--- src/rtl/instr_fetch_unit_pkg.sv ---
// Shared types for the instruction fetch slice: data bus, reset vector,
// fetch FIFO entry and the fetch control FSM encoding.
package instr_fetch_unit_pkg;

  typedef logic [31:0] DATA_BUS;

  localparam DATA_BUS RESET_VEC_DEFAULT = 32'hBFC00000;

  typedef struct packed {
    DATA_BUS pc;
    DATA_BUS instr;
  } fetch_entry_t;

  typedef enum logic {
    FETCH = 1'b0,
    DRAIN = 1'b1
  } fetch_state_e;

  function automatic DATA_BUS align_word(input DATA_BUS addr);
    return {addr[31:2], 2'b00};
  endfunction

endpackage

--- src/rtl/instr_fetch_unit_fifo.sv ---
// fetch_fifo: synchronous FIFO with push/pop/flush and occupancy count.
// DEPTH must be a power of two >= 2; pointers carry an extra wrap bit.
module fetch_fifo #(
  parameter int DEPTH = 4,
  parameter int WIDTH = 64
) (
  input  logic                     clk,
  input  logic                     rst_n,
  input  logic                     push,
  input  logic [WIDTH-1:0]         push_data,
  input  logic                     pop,
  input  logic                     flush,
  output logic [WIDTH-1:0]         head_data,
  output logic [$clog2(DEPTH):0]   count
);

  localparam int AW = $clog2(DEPTH);

  logic [WIDTH-1:0] mem [DEPTH];
  logic [AW:0]      wr_ptr;
  logic [AW:0]      rd_ptr;
  logic             empty;
  logic             full;
  logic             do_push;
  logic             do_pop;

  assign empty = (wr_ptr == rd_ptr);
  assign full  = (wr_ptr[AW] != rd_ptr[AW]) && (wr_ptr[AW-1:0] == rd_ptr[AW-1:0]);
  assign count = wr_ptr - rd_ptr;

  // A push into a full FIFO is accepted only when the head leaves in the same cycle.
  assign do_pop  = pop && !empty;
  assign do_push = push && (!full || do_pop);

  assign head_data = mem[rd_ptr[AW-1:0]];

  always_ff @(posedge clk or negedge rst_n) begin
    if (!rst_n) begin
      wr_ptr <= '0;
      rd_ptr <= '0;
    end else if (flush) begin
      wr_ptr <= '0;
      rd_ptr <= '0;
    end else begin
      if (do_push) wr_ptr <= wr_ptr + (AW+1)'(1);
      if (do_pop)  rd_ptr <= rd_ptr + (AW+1)'(1);
    end
  end

  always_ff @(posedge clk) begin
    if (do_push && !flush) mem[wr_ptr[AW-1:0]] <= push_data;
  end

endmodule

--- src/rtl/instr_fetch_unit.sv ---
// Instruction fetch unit: issues word reads, buffers in-order responses and
// serves decode; redirects flush and drop stale responses. Option: FETCH_PERF_CNT_EN.
module instr_fetch_unit
  import instr_fetch_unit_pkg::*;
#(
  parameter int      FIFO_DEPTH = 4,
  parameter int      MAX_OUTST  = 4,
  parameter DATA_BUS RESET_VEC  = RESET_VEC_DEFAULT
) (
  input  logic        clk,
  input  logic        rst_n,
  output logic        req_valid,
  output logic [31:0] req_addr,
  input  logic        req_ready,
  input  logic        rsp_valid,
  input  logic [31:0] rsp_data,
  input  logic        redirect_valid,
  input  logic [31:0] redirect_pc,
  output logic        inst_valid,
  output logic [31:0] inst_pc,
  output logic [31:0] inst_data,
  input  logic        inst_ready,
  output logic [31:0] fetch_count
);

  localparam int OW = $clog2(MAX_OUTST + 1);
  localparam int CW = $clog2(FIFO_DEPTH) + 1;
  localparam int PW = $clog2(MAX_OUTST) + 1;

  fetch_state_e  state, state_next;
  DATA_BUS       fetch_pc, fetch_pc_next;
  logic [OW-1:0] drop_cnt, drop_cnt_next;
  logic [OW-1:0] outst;
  logic [OW-1:0] outst_after;
  logic          active;

  logic          issue;
  logic          rsp_eff;
  logic          ifq_push;
  logic          ifq_pop;
  logic [CW-1:0] ifq_count;
  fetch_entry_t  ifq_head;
  fetch_entry_t  ifq_push_data;
  DATA_BUS       pq_head;
  logic [PW-1:0] pq_count;

  // The pending-PC queue holds exactly one entry per outstanding request.
  assign outst = OW'(pq_count);

  assign req_valid = active
                  && ((int'(outst) + int'(ifq_count)) < FIFO_DEPTH)
                  && (int'(outst) < MAX_OUTST);
  assign req_addr  = fetch_pc;
  assign issue     = req_valid && req_ready;
  assign rsp_eff   = rsp_valid && (outst != '0);
  assign outst_after = outst + OW'(issue) - OW'(rsp_eff);

  assign inst_valid = (ifq_count != '0);
  assign inst_pc    = inst_valid ? ifq_head.pc    : '0;
  assign inst_data  = inst_valid ? ifq_head.instr : '0;

  assign ifq_push_data = '{pc: pq_head, instr: rsp_data};

  always_ff @(posedge clk or negedge rst_n) begin
    if (!rst_n) begin
      state    <= FETCH;
      fetch_pc <= RESET_VEC;
      drop_cnt <= '0;
      active   <= 1'b0;
    end else begin
      state    <= state_next;
      fetch_pc <= fetch_pc_next;
      drop_cnt <= drop_cnt_next;
      active   <= 1'b1;
    end
  end

  // Redirect wins; stale words are counted off in DRAIN instead of being buffered.
  always_comb begin
    fetch_pc_next = fetch_pc;
    drop_cnt_next = drop_cnt;
    ifq_push      = 1'b0;
    ifq_pop       = 1'b0;
    if (redirect_valid) begin
      fetch_pc_next = align_word(redirect_pc);
      drop_cnt_next = outst_after;
    end else begin
      if (issue) fetch_pc_next = fetch_pc + 32'd4;
      ifq_pop = inst_valid && inst_ready;
      if (rsp_eff) begin
        case (state)
          FETCH:   ifq_push      = 1'b1;
          DRAIN:   drop_cnt_next = drop_cnt - OW'(1);
          default: ifq_push      = 1'b0;
        endcase
      end
    end
    state_next = (drop_cnt_next != '0) ? DRAIN : FETCH;
  end

  fetch_fifo #(
    .DEPTH (FIFO_DEPTH),
    .WIDTH ($bits(fetch_entry_t))
  ) u_inst_fifo (
    .clk       (clk),
    .rst_n     (rst_n),
    .push      (ifq_push),
    .push_data (ifq_push_data),
    .pop       (ifq_pop),
    .flush     (redirect_valid),
    .head_data (ifq_head),
    .count     (ifq_count)
  );

  fetch_fifo #(
    .DEPTH (MAX_OUTST),
    .WIDTH ($bits(DATA_BUS))
  ) u_pending_pc (
    .clk       (clk),
    .rst_n     (rst_n),
    .push      (issue),
    .push_data (fetch_pc),
    .pop       (rsp_eff),
    .flush     (1'b0),
    .head_data (pq_head),
    .count     (pq_count)
  );

`ifdef FETCH_PERF_CNT_EN
  logic [31:0] perf_cnt;

  always_ff @(posedge clk or negedge rst_n) begin
    if (!rst_n) perf_cnt <= '0;
    else if (ifq_pop) perf_cnt <= perf_cnt + 32'd1;
  end

  assign fetch_count = perf_cnt;
`else
  assign fetch_count = 32'd0;
`endif

endmodule

--- config.mk ---
export PLATFORM = sky130hd
export DESIGN_NAME = instr_fetch_unit
export DESIGN_NICKNAME = d
export VERILOG_FILES = /design/src/rtl/instr_fetch_unit_pkg.sv /design/src/rtl/instr_fetch_unit_fifo.sv /design/src/rtl/instr_fetch_unit.sv
export SDC_FILE = /design/constraint.sdc
export NUM_CORES = 1
export LEC_CHECK = 0
export CORE_UTILIZATION = 50
export DETAILED_ROUTE_END_ITERATION = 16
export GPL_TIMING_DRIVEN = 0
export HOLD_SLACK_MARGIN = 0.05
export PLACE_DENSITY = 0.74
export SLEW_MARGIN = 10
export SYNTH_ARGS = -nofsm -noshare
export SYNTH_HDL_FRONTEND = slang
export SYNTH_SLANG_ARGS = --single-unit
--- constraint.sdc ---
create_clock -name clk -period 12 [get_ports clk]
set_clock_uncertainty 0.1 [all_clocks]
set_input_delay 2.4 -clock clk [delete_from_list [all_inputs] [get_ports clk]]
set_output_delay 2.4 -clock clk [all_outputs]
set_load 0.02 [all_outputs]
Word-level counts from Yosys, hierarchy flattened --
Memory sizes are Yosys's and may differ from the RTL's. Index checks and enable logic that the tools add are counted.
Operators by class: reductions and logical operators 25, equality and inequality tests 6, magnitude comparators 2, add/subtract/negate cells 11, muxes and demuxes 20
Operator list (count):
- $mux 32 | 4
- $add 32x3->32 const B | 1
- $mux 3 | 7
- $add 3x1->3 const B | 4
- $logic_and 1x1->1 | 12
- $mux 1 | 9
- $reduce_bool 3->1 | 3
- $eq 3x3->1 | 2
- $reduce_bool 2->1 | 3
- $sub 3x3->3 | 2
- $logic_not 1->1 | 5
- $add 3x3->4 | 1
- $eq 2x2->1 | 2
- $lt 4x3->1 const B | 1
- $add 3x1->3 | 1
- $lt 3x3->1 const B | 1
- $sub 3x1->3 | 1
- $sub 3x1->3 const B | 1
- $logic_or 1x1->1 | 2
- $ne 1x1->1 | 2
Word-level totals: bits in registers 49, output and inout bits 130, memories 2, bits of input ports 70, memory bits (writable) 384, word-level logic and storage cells 74
Memory list:
- u_inst_fifo.mem | depth 4, bits a word 64, read ports 1, clocked after Yosys merged registers in 0, write ports 1, RTL line instr_fetch_unit_fifo.sv:19 | logic [WIDTH-1:0] mem [DEPTH];
- u_pending_pc.mem | depth 4, bits a word 32, read ports 1, clocked after Yosys merged registers in 0, write ports 1, RTL line instr_fetch_unit_fifo.sv:19

Logic depth before layout (Yosys ltp) --
Gate-level depths: netlist (run 1).
depth after elaboration 11, gate-level depth with buffers 19, depth with buffers taken out 18

Hierarchy --
From an unflattened synthesis (run 1), not the netlist that was laid out.
Second synthesis, totals: cells, all modules 967, area total of the unflattened synthesis 17758.3 sq um
Modules (own cells, without submodules):
- fetch_fifo (u_inst_fifo) | cells each 384, times used 1, sequential area each 7837.5 sq um, area an instance 9710.6 sq um
- fetch_fifo (u_pending_pc) | cells each 218, times used 1, sequential area each 3993.8 sq um, area an instance 5091.1 sq um
- instr_fetch_unit | cells each 365, times used 1, sequential area each 887.1 sq um, area an instance 2956.6 sq um

Least setup slack after synthesis (run 1) --
Ideal clock, no wire load.
path type input -> register, start point input redirect_valid, end point register u_inst_fifo.wr_ptr[2], arrival time 7711 ps, setup time 349 ps, required time 11551 ps, path buffers 1, setup slack 3840 ps, cell stages on the path 5, path through clkbuf_1 -> nor2_1 -> nand2_1 -> a211oi_1 -> mux2i_1
On the way: word-level cells in the longest chain between the ends 5, elaborated cells on any way between the ends 7, classes of those cells 3 x mux; 4 x reduce/logical
Ends and longest elaborated chain:
- start, declared | RTL line instr_fetch_unit.sv:17 | input logic redirect_valid,
- $mux 1 | RTL line instr_fetch_unit.sv:84 | if (redirect_valid) begin
- $logic_and 1x1->1 | RTL line instr_fetch_unit_fifo.sv:32 | assign do_pop = pop && !empty;
- $logic_or 1x1->1 | RTL line instr_fetch_unit_fifo.sv:33 | assign do_push = push && (!full || do_pop);
- $logic_and 1x1->1 | RTL line instr_fetch_unit_fifo.sv:33
- $reduce_bool 2->1 (no source line)
- end signal, assigned | RTL line instr_fetch_unit_fifo.sv:45 | if (do_push) wr_ptr <= wr_ptr + (AW+1)'(1);
- end, declared | RTL line instr_fetch_unit_fifo.sv:20 | logic [AW:0] wr_ptr;
Parallel ways exist; a longest one is shown, timed or not. A chain may end at the register's enable or synchronous reset.

Worst setup path after layout (run 1) --
start point register u_inst_fifo.rd_ptr[1], end point output req_valid
On the way: word-level cells in the longest chain between the ends 5
Ends and longest elaborated chain:
- start, declared | RTL line instr_fetch_unit_fifo.sv:21 | logic [AW:0] rd_ptr;
- start signal, assigned | RTL line instr_fetch_unit_fifo.sv:46 | if (do_pop) rd_ptr <= rd_ptr + (AW+1)'(1);
- $sub 3x3->3 | RTL line instr_fetch_unit_fifo.sv:29 | assign count = wr_ptr - rd_ptr;
- $add 3x3->4 | RTL line instr_fetch_unit.sv:51 | && ((int'(outst) + int'(ifq_count)) < FIFO_DEPTH)
- $lt 4x3->1 | RTL line instr_fetch_unit.sv:51
- $logic_and 1x1->1 | RTL line instr_fetch_unit.sv:51
- $logic_and 1x1->1 | RTL line instr_fetch_unit.sv:52 | && (int'(outst) < MAX_OUTST);
- end, declared | RTL line instr_fetch_unit.sv:12 | output logic req_valid,
No other way between the ends.

==> results.py, run 1 <==
metrics = {
    "die": {
        "die_w_um": 187.3,
        "fp-row-count": 67,
        "die_h_um": 187.3,
        "coreArea_um2": 33700,
        "dieArea_um2": 35090,
        "start_util_pct": 50.95,
        "ioPinCount": 200,
    },
    "route": {
        "routed_wirelength_um": 34880,
        "drc_errors": 0,
        "firstDrtPassIters": 5,
        "vias": 9345,
        "vias_per_cell": 5.589,
        "drtIter0Drc": 755,
        "avgRoutedWirePerCell_um": 20.86,
        "antenna_left": 0,
    },
    "pwr": {
        "ir_worst_vdd_mv": 0.1168,
        "cellLeakagePower_nw": 7.040,
        "powerDensity_nw_per_um2": 195.8,
    },
    "logic_synthesis": {
        "yosys_register_bits": 415,
        "synth_area_um2": 17170,
        "async_reset_ff_share_pct": 11.33,
        "synthFlopType": "edfxtp_1",
        "yosysTopAreaCellShare_pct": 64.36,
        "avgSynthCellArea_um2": 18.29,
        "synth.top_cells.by_area": "edfxtp_1 (64%), mux4_2 (12%), dfrtp_1 (5.5%), nor2b_1 (2.6%), buf_4 (1.6%)",
        "ys_warn_count": 0,
        "synth_edf_count": 368,
        "ys_seq_area_share_pct": 71.27,
        "yosysMostFrequentCell": "edfxtp_1",
        "synthCells": 939,
        "ys_types": 58,
        "yosys.area.top_type": "edfxtp_1",
        "yosys-top-cells-count": "edfxtp_1 (368), mux4_2 (92), nor2b_1 (71)",
    },
    "min_path": {
        "hold_depth": 1,
        "hp-class": "reg -> reg",
    },
    "sta": {
        "max-slew-margin-rel_pct": 21.86,
        "finalCritPeriodShare_pct": 63.33,
        "hold_slack_ps": 435.5,
        "fin_tns_setup_ps": 0,
        "setup_viol": 0,
        "fmax_mhz": 131.6,
        "rsz0062_at_grt": "false",
        "finalCriticalPeriod_ps": 7599,
        "tightestPinTransition_ps": 1168,
        "hold_violations": 0,
        "drv_slew": 0,
    },
    "placed_design": {
        "place_congestion": 0.8695,
        "dpl.cell_count": 1596,
        "detailed_place_hpwl_um": 22820,
        "numPortBuffers": 161,
    },
    "finish": {
        "stdcell_count": 1672,
        "area_growth_pct": 23.54,
        "fin_util_pct": 62.94,
        "final_nets": 1284,
        "num_antenna_cells": 0,
        "layout-drive-gt1-share_pct": 20.18,
    },
    "clock_network": {
        "cts.reportedPaths.clkPinSlew_ps": 70,
        "clock_path_buffers": 3,
        "cts_buffers": 41,
        "root_buffer": "clkbuf_16",
        "tritoncts": "done",
        "ctsHoldBuffers": 0,
        "cts_resized": 0,
        "cts_setup_buffers": 0,
        "clkSinkCount": 415,
        "clkLatencyLatePin_ps": 530,
        "cts_max_level": 2,
    },
    "status": {
        "status": "finished clean",
    },
    "setup_path": {
        "worstPathArrival_ps": 5100,
        "cp-end-kind": "primary output",
        "slowest_delay_ps": 650,
        "path_max_fanout": 10,
        "crit_type": "reg -> out",
        "crit_path_frequent_cell": "clkbuf_1",
        "required_ps": 9500,
        "slowest_stage": "clkdlybuf4s50_1",
        "startpoint_type": "flip-flop",
        "crit_chain": "clkbuf_1 -> clkbuf_1 -> inv_1 -> fa_1 -> xnor3_1 -> ha_1 -> nor4b_1 -> nand3_1 -> clkbuf_1 -> inv_1 -> clkdlybuf4s50_1",
        "reg2reg_depth": 18,
    },
    "grt": {
        "grt_util_all_layers_pct": 20.24,
        "grt_pass1_wl_um": 54570,
        "antenna_found_initial": 0,
        "grt_max_degree": 53,
        "grt-ovfl-total": 0,
        "grt_pass1_vias": 9459,
    },
    "job": {
        "maxCapViolations": 0,
    },
}
-- per-layer routing --
metal	up-vias	wire, um	global-route usage (%)	part of all wire, %
met4	0	479	4.792	1.4
li1	4189	-	-	-
met3	45	2188	3.171	6.3
met2	379	17230	33.21	49
met1	4732	14990	28.68	43
met5	-	0	0	0
-- worst max-delay path, delay by kind of cell (launching register included) --
family	cells	cell delay [ps]
AND/OR/NAND/NOR	2	660
buffers and inverters	6	2530
flip-flops	1	340
XOR/XNOR	1	250
adder cells (fa/ha/maj)	2	770
-- stage by stage --
step	cell area [um^2]	power, mW	setup slack [ps]
floorplan	17300	2.472	3840
global placement	19470	2.804	-1010
detailed placement	19780	2.851	4803
CTS	21210	4.186	4234
global route	21210	4.322	4057
finish	21210	4.154	4401
-- cells in the final DEF (no fill, tap or decap), drive strengths merged, types with 9 or more instances in the layout --
cell,netlist,routed
edfxtp,368,368
clkdlybuf4s50,0,160
mux4,92,92
clkbuf,30,81
nor2b,71,71
buf,53,67
dfrtp,38,38
conb,2,37
nand2,27,27
inv,23,25
nor2,24,24
nand3,20,20
ha,20,20
or4,17,17
o31ai,14,14
nand4,13,13
a31oi,13,13
clkinv,0,11
o21ai,10,10
dfstp,9,9
-- cells by family (layout without fill, tap and decap cells) --
family	Yosys count	count (layout)	share of synthesized area [%]
other	2	37	0.04374
buffers and inverters	106	356	3.184
adders and majority gates	23	23	1.807
and+or+nand+nor	209	209	7.010
xor gates and xnor gates	12	12	0.7869
muxes	98	98	12.44
AOI/OAI and AO/OA	74	74	3.454
DFF	415	415	71.27
-- worst paths after layout --
path                                                    start                                  to  slack, ps
setup / recovery            u_inst_fifo.rd_ptr[1]$_DFFE_PN0P_                           req_valid       4400
hold / removal             u_pending_pc.wr_ptr[2]$_DFFE_PN0P_  u_pending_pc.wr_ptr[2]$_DFFE_PN0P_        440
setup reg to reg            u_inst_fifo.rd_ptr[1]$_DFFE_PN0P_                     state$_DFF_PN0_       6000
hold reg to reg            u_pending_pc.wr_ptr[2]$_DFFE_PN0P_  u_pending_pc.wr_ptr[2]$_DFFE_PN0P_        440
max in group asynchronous                               rst_n            req_addr[31]$_DFFE_PN1N_       9530
min in group asynchronous                               rst_n            req_addr[17]$_DFFE_PN0N_       1680
-- final cells by class --
class | count | area, um^2
Buffer | 83 | 460.4
Tap cell | 448 | 560.5
Timing Repair Buffer | 174 | 1894
Inverter | 23 | 86.33
Clock buffer | 51 | 1116
Sequential cell | 415 | 12240
Clock inverter | 25 | 314.1
Multi-Input combinational cell | 453 | 4542
Fill cell | 2402 | 12490
-- power by group --
part           internal, mW  switching (mW)
sequential             1.76          0.0690
combinational         0.428           0.562
clock                 0.815           0.521
total                  3.00            1.15
-- sequential cells by signal, summed over array words and instances, names as in the netlist --
name	count
u_pending_pc.wr_ptr	3
u_inst_fifo.wr_ptr	3
u_inst_fifo.mem	248
active	1
drop_cnt	3
u_pending_pc.mem	120
u_pending_pc.rd_ptr	3
state	1
req_addr	30
u_inst_fifo.rd_ptr	3
(Power assumes the default switching activity.)
==> run 2: changes to the inputs <==
Settings changed: PLACE_DENSITY 0.74 to 0.77.
Clock period 12 ns to 6.8 ns, I/O delays scaled along.
==> results.py, run 2 (synthesis gave the netlist of run 1 again) <==
metrics = {
    "placed_design": {
        "detailed_place_hpwl_um": 22400,
        "dpl.cell_count": 1593,
        "numPortBuffers": 161,
        "place_congestion": 0.8775,
    },
    "setup_path": {
        "cp_top_family": "buffers and inverters",
        "critPathBufInv": 6,
        "worstPathArrival_ps": 4860,
        "required_ps": 5340,
        "startpoint_type": "flip-flop",
        "slowest_delay_ps": 640,
        "r2r_slack_ps": 1090,
        "path_max_fanout": 10,
        "crit_path_frequent_cell": "inv_1",
        "crit_type": "reg -> out",
        "worst_r2r_endpoint": "state$_DFF_PN0_",
        "timing.rr.start": "u_inst_fifo.rd_ptr[1]$_DFFE_PN0P_",
        "reg2reg_depth": 18,
        "slowest_stage": "clkdlybuf4s50_1",
        "crit_chain": "clkdlybuf4s15_1 -> clkbuf_2 -> inv_1 -> fa_1 -> xnor3_1 -> ha_1 -> nor4b_1 -> nand3_1 -> clkbuf_1 -> inv_1 -> clkdlybuf4s50_1",
        "cp-end-kind": "primary output",
        "startpoint": "u_inst_fifo.rd_ptr[1]$_DFFE_PN0P_",
    },
    "finish": {
        "layout_common_cells": "edfxtp_1 (368), clkdlybuf4s50_1 (160), mux4_2 (92)",
        "layout-drive-gt1-share_pct": 19.72,
        "final_common_cell": "edfxtp_1",
        "fillers": 2420,
        "stdcell_count": 1665,
        "largest_register_ffs": 248,
        "final_nets": 1282,
        "fin_util_pct": 62.29,
        "area_growth_pct": 22.25,
        "num_antenna_cells": 0,
    },
    "min_path": {
        "hold_path.startpoint": "u_pending_pc.wr_ptr[2]$_DFFE_PN0P_",
        "hp-class": "reg -> reg",
        "hold_depth": 1,
        "hold_end": "u_pending_pc.wr_ptr[2]$_DFFE_PN0P_",
    },
    "pwr": {
        "cellLeakagePower_nw": 6.960,
        "ir_worst_vdd_mv": 0.2879,
        "powerDensity_nw_per_um2": 338.1,
    },
    "clock_network": {
        "clkLatencyLatePin_ps": 530,
        "clock_path_buffers": 3,
        "cts_buffers": 42,
        "clkSinkCount": 415,
        "cts.reportedPaths.clkPinSlew_ps": 60,
        "tritoncts": "done",
        "cts_max_level": 2,
        "cts_setup_buffers": 0,
        "root_buffer": "clkbuf_16",
    },
    "route": {
        "vias": 9376,
        "avgRoutedWirePerCell_um": 20.88,
        "drc_errors": 0,
        "antenna_left": 0,
        "routed_wirelength_um": 34770,
        "vias_per_cell": 5.631,
        "firstDrtPassIters": 5,
        "drtIter0Drc": 653,
    },
    "job": {
        "maxCapViolations": 0,
    },
    "die": {
        "coreArea_um2": 33700,
        "start_util_pct": 50.95,
        "dieArea_um2": 35090,
        "die_w_um": 187.3,
        "die_h_um": 187.3,
        "ioPinCount": 200,
        "fp-row-count": 67,
    },
    "grt": {
        "grt_pass1_vias": 9345,
        "grt_pass1_wl_um": 53610,
        "use_met2_pct": 33.87,
        "grt-ovfl-total": 0,
        "grt_util_all_layers_pct": 20.03,
        "grt_max_degree": 42,
        "grt_busiest_layer": "met2",
        "grt_util_met3_pct": 3.396,
        "antenna_found_initial": 0,
        "use_met1_pct": 27.52,
    },
    "sta": {
        "fmax_mhz": 158.2,
        "tightestPinTransition_ps": 911.7,
        "hold_slack_ps": 424.7,
        "hold_violations": 0,
        "rsz0062_at_grt": "false",
        "setup_viol": 0,
        "finalCriticalPeriod_ps": 6321,
        "drv_slew": 0,
        "finalCritPeriodShare_pct": 92.95,
        "max-slew-margin-rel_pct": 39.22,
    },
    "status": {
        "status": "finished clean",
    },
}
==> run 2: cell count changes in the layout (fill, tap and decap cells not counted), moves of 2 or more <==
cell / change
bufinv_16: -5
clkinvlp_4: -4
buf_16: -3
clkbuf_8: +3
clkinv_2: +2
inv_6: -2
==> run 2: metrics by stage <==
step	TNS [ps]	worst slack, ps	power, mW	area (um^2)
after floorplan	0	1589	4.362	17310
after global placement	-84280	-1404	4.942	19480
after detailed placement	0	683.4	5.002	19700
after CTS	0	99.86	7.147	20980
after global routing	0	67.31	7.402	20990
final	0	479.2	7.097	20990
==> run 2: worst register-to-register path: stages, from the launching register on <==
cell and delay (ps):
dfrtp_1 350, clkdlybuf4s15_1 590, clkbuf_2 390, inv_1 130, fa_1 440, xnor3_1 290, ha_1 250, nor4b_1 500
nand4_1 330, buf_2 300, ha_1 290, inv_1 60, ha_1 130, inv_1 50, fa_1 370, xnor2_1 150
xnor2_1 140, a221o_1 320, a2111o_1 400
==> run 2: worst max path at each step <==
stage / to / slack (ps) / cells past startpoint
2_1_floorplan: u_inst_fifo.mem[3][0]$_DFFE_PP_ / 1590 / 7
3_3_place_gp: u_inst_fifo.wr_ptr[2]$_DFFE_PN0P_ / -1400 / 8
5_1_grt: req_valid / 70 / 11
3_5_place_dp: req_valid / 680 / 11
4_1_cts: req_valid / 100 / 11
6_report: req_valid / 480 / 11
==> run 2: final cells by class <==
cell class	count	area (um^2)	area share (%)
clock inverter	18	146.4	0.6974
inverter	23	86.33	0.4113
sequential	415	12240	58.30
timing repair buffer	171	1812	8.631
tap	448	560.5	2.670
buffer	83	467.9	2.229
clock buffer	54	1136	5.412
multi-input combinational	453	4544	21.65
==> run 2: metal layers <==
layer,up-vias,share of wire [%]
met3,44,7.1
li1,4178,-
met5,-,0
met4,0,1.4
met2,410,50
met1,4744,41
==> run 2: repair_timing <==
| action | 4_1_cts | 5_1_grt |
|---|---|---|
| endpoints found under the hold margin | 0 | 0 |
| hold buffers | 0 | 0 |
| resized for setup | 0 | 4 |
| endpoints found under the setup margin | 0 | 1 |
==> run 2: power by group <==
part / switching (mW) / total [mW] / internal [mW]
sequential: 0.126 / 3.23 / 3.11
clock: 0.896 / 2.15 / 1.25
combinational: 0.980 / 1.72 / 0.739
==> run 3: changes to the inputs <==
Settings changed: CAP_MARGIN from default to 10, SLEW_MARGIN 10 to default.
==> results.py, run 3 (synthesis gave the netlist of run 1 again) <==
metrics = {
    "die": {
        "coreArea_um2": 33700,
        "dieArea_um2": 35090,
        "die_w_um": 187.3,
        "ioPinCount": 200,
        "die_h_um": 187.3,
        "start_util_pct": 50.95,
        "fp-row-count": 67,
    },
    "setup_path": {
        "required_ps": 5340,
        "slowest_delay_ps": 640,
        "worstPathArrival_ps": 4900,
        "crit_chain": "clkdlybuf4s15_1 -> clkbuf_2 -> inv_1 -> fa_1 -> xnor3_1 -> ha_1 -> nor4b_1 -> nand3_1 -> clkbuf_1 -> inv_1 -> clkdlybuf4s50_1",
        "slowest_stage": "clkdlybuf4s50_1",
        "cp-end-kind": "primary output",
        "path_max_fanout": 10,
        "crit_path_frequent_cell": "inv_1",
        "crit_type": "reg -> out",
        "startpoint_type": "flip-flop",
    },
    "grt": {
        "grt_util_all_layers_pct": 20.34,
        "grt-ovfl-total": 0,
        "grt_pass1_wl_um": 54630,
        "grt_max_degree": 55,
        "antenna_found_initial": 0,
        "grt_pass1_vias": 9478,
    },
    "route": {
        "antenna_left": 0,
        "drc_errors": 0,
        "vias_per_cell": 5.625,
        "drtIter0Drc": 619,
        "vias": 9388,
        "firstDrtPassIters": 6,
        "routed_wirelength_um": 34810,
        "avgRoutedWirePerCell_um": 20.86,
    },
    "pwr": {
        "power.total_mw": 7.278,
        "cellLeakagePower_nw": 6.995,
        "ir_worst_vdd_mv": 0.2015,
        "powerDensity_nw_per_um2": 345.0,
    },
    "job": {
        "maxCapViolations": 0,
    },
    "clock_network": {
        "clock_path_buffers": 3,
        "clkLatencyLatePin_ps": 530,
        "cts_buffers": 43,
        "cts_max_level": 2,
        "cts_resized": 0,
        "tritoncts": "done",
        "root_buffer": "clkbuf_16",
        "cts.reportedPaths.clkPinSlew_ps": 60,
        "ctsHoldBuffers": 0,
        "cts_setup_buffers": 0,
        "clkSinkCount": 415,
    },
    "min_path": {
        "hp-class": "reg -> reg",
    },
    "placed_design": {
        "place_area_um2": 19680,
        "place_ws_ps": 704.2,
        "numPortBuffers": 161,
        "place_congestion": 0.8775,
        "detailed_place_hpwl_um": 22030,
        "dpl.cell_count": 1592,
    },
    "finish": {
        "stdcell_count": 1669,
        "area_growth_pct": 22.85,
        "layout_common_cells": "edfxtp_1 (368), clkdlybuf4s50_1 (160), mux4_2 (92)",
        "final_common_cell": "edfxtp_1",
        "layout-drive-gt1-share_pct": 19.74,
        "num_antenna_cells": 0,
        "final_area_um2": 21090,
        "final_nets": 1282,
        "largest_register_ffs": 248,
        "fillers": 2441,
    },
    "sta": {
        "setup_viol": 0,
        "rsz0062_at_grt": "false",
        "finalCriticalPeriod_ps": 6359,
        "drv_slew": 0,
        "fmax_mhz": 157.3,
        "hold_violations": 0,
        "max-slew-margin-rel_pct": 38.90,
        "hold_slack_ps": 420.0,
        "layout_setup_ws_ps": 441.4,
        "tightestPinTransition_ps": 916.4,
        "finalCritPeriodShare_pct": 93.51,
    },
    "status": {
        "status": "finished clean",
    },
}
run 3: changes by cell type in the layout (fill, tap and decap cells not counted), sizes merged:
cell	before	now
clkinv	15	10
inv	23	26
buf	64	63
clkinvlp	1	3
bufinv	2	5
clkbuf	83	85
run 3: critical path, delay by kind of cell, from the launching register on:
kind	cells	cell delay, ps
xor+xnor	1	240
simple gates	2	750
fa+ha+maj	2	730
flops	1	350
buf+inv	6	2280
run 3: stage by stage:
step	utilization [%]	TNS, ps
after global routing	62.59	0
after floorplan	-	0
after detailed placement	58.39	0
final	62.59	0
after global placement	57.80	-84280
after CTS	62.57	0
run 3: worst paths after layout:
check                                              startpoint                                 end  cells past startpoint  slack [ps]
hold reg to reg            u_pending_pc.wr_ptr[2]$_DFFE_PN0P_  u_pending_pc.wr_ptr[2]$_DFFE_PN0P_                      1         420
setup / recovery            u_inst_fifo.rd_ptr[1]$_DFFE_PN0P_                           req_valid                     11         440
min in group asynchronous                               rst_n            req_addr[16]$_DFFE_PN0N_                      1         650
hold / removal             u_pending_pc.wr_ptr[2]$_DFFE_PN0P_  u_pending_pc.wr_ptr[2]$_DFFE_PN0P_                      1         420
setup reg to reg            u_inst_fifo.rd_ptr[1]$_DFFE_PN0P_                     state$_DFF_PN0_                     18        1070
max in group asynchronous                               rst_n            req_addr[28]$_DFFE_PN1N_                      2        5380
run 3: per-layer routing:
| metal | GRT usage [%] | share of wire, % |
|---|---|---|
| met5 | 0 | 0 |
| met4 | 5.328 | 1.5 |
| met3 | 3.396 | 6.2 |
| met2 | 33.30 | 50 |
| met1 | 28.53 | 42 |
run 3: cell type report:
type                    instances  area, um^2  area share (%)
plain buffers                  83       467.9           2.218
clock buffers                  56        1156           5.481
clock inverters                21       254.0           1.204
inverters                      23       86.33          0.4093
multi-input cells             453        4542           21.53
flip-flops and latches        415       12240           58.02
well taps                     448       560.5           2.657
repair buffers                170        1789           8.482
run 3: where the power goes:
group,switching (mW),total (mW),leakage [nW],internal [mW]
Clock,0.936,2.33,0.677,1.40
Combinational,0.979,1.72,2.46,0.736
Sequential,0.125,3.23,3.86,3.11
Total,2.04,7.28,6.99,5.24
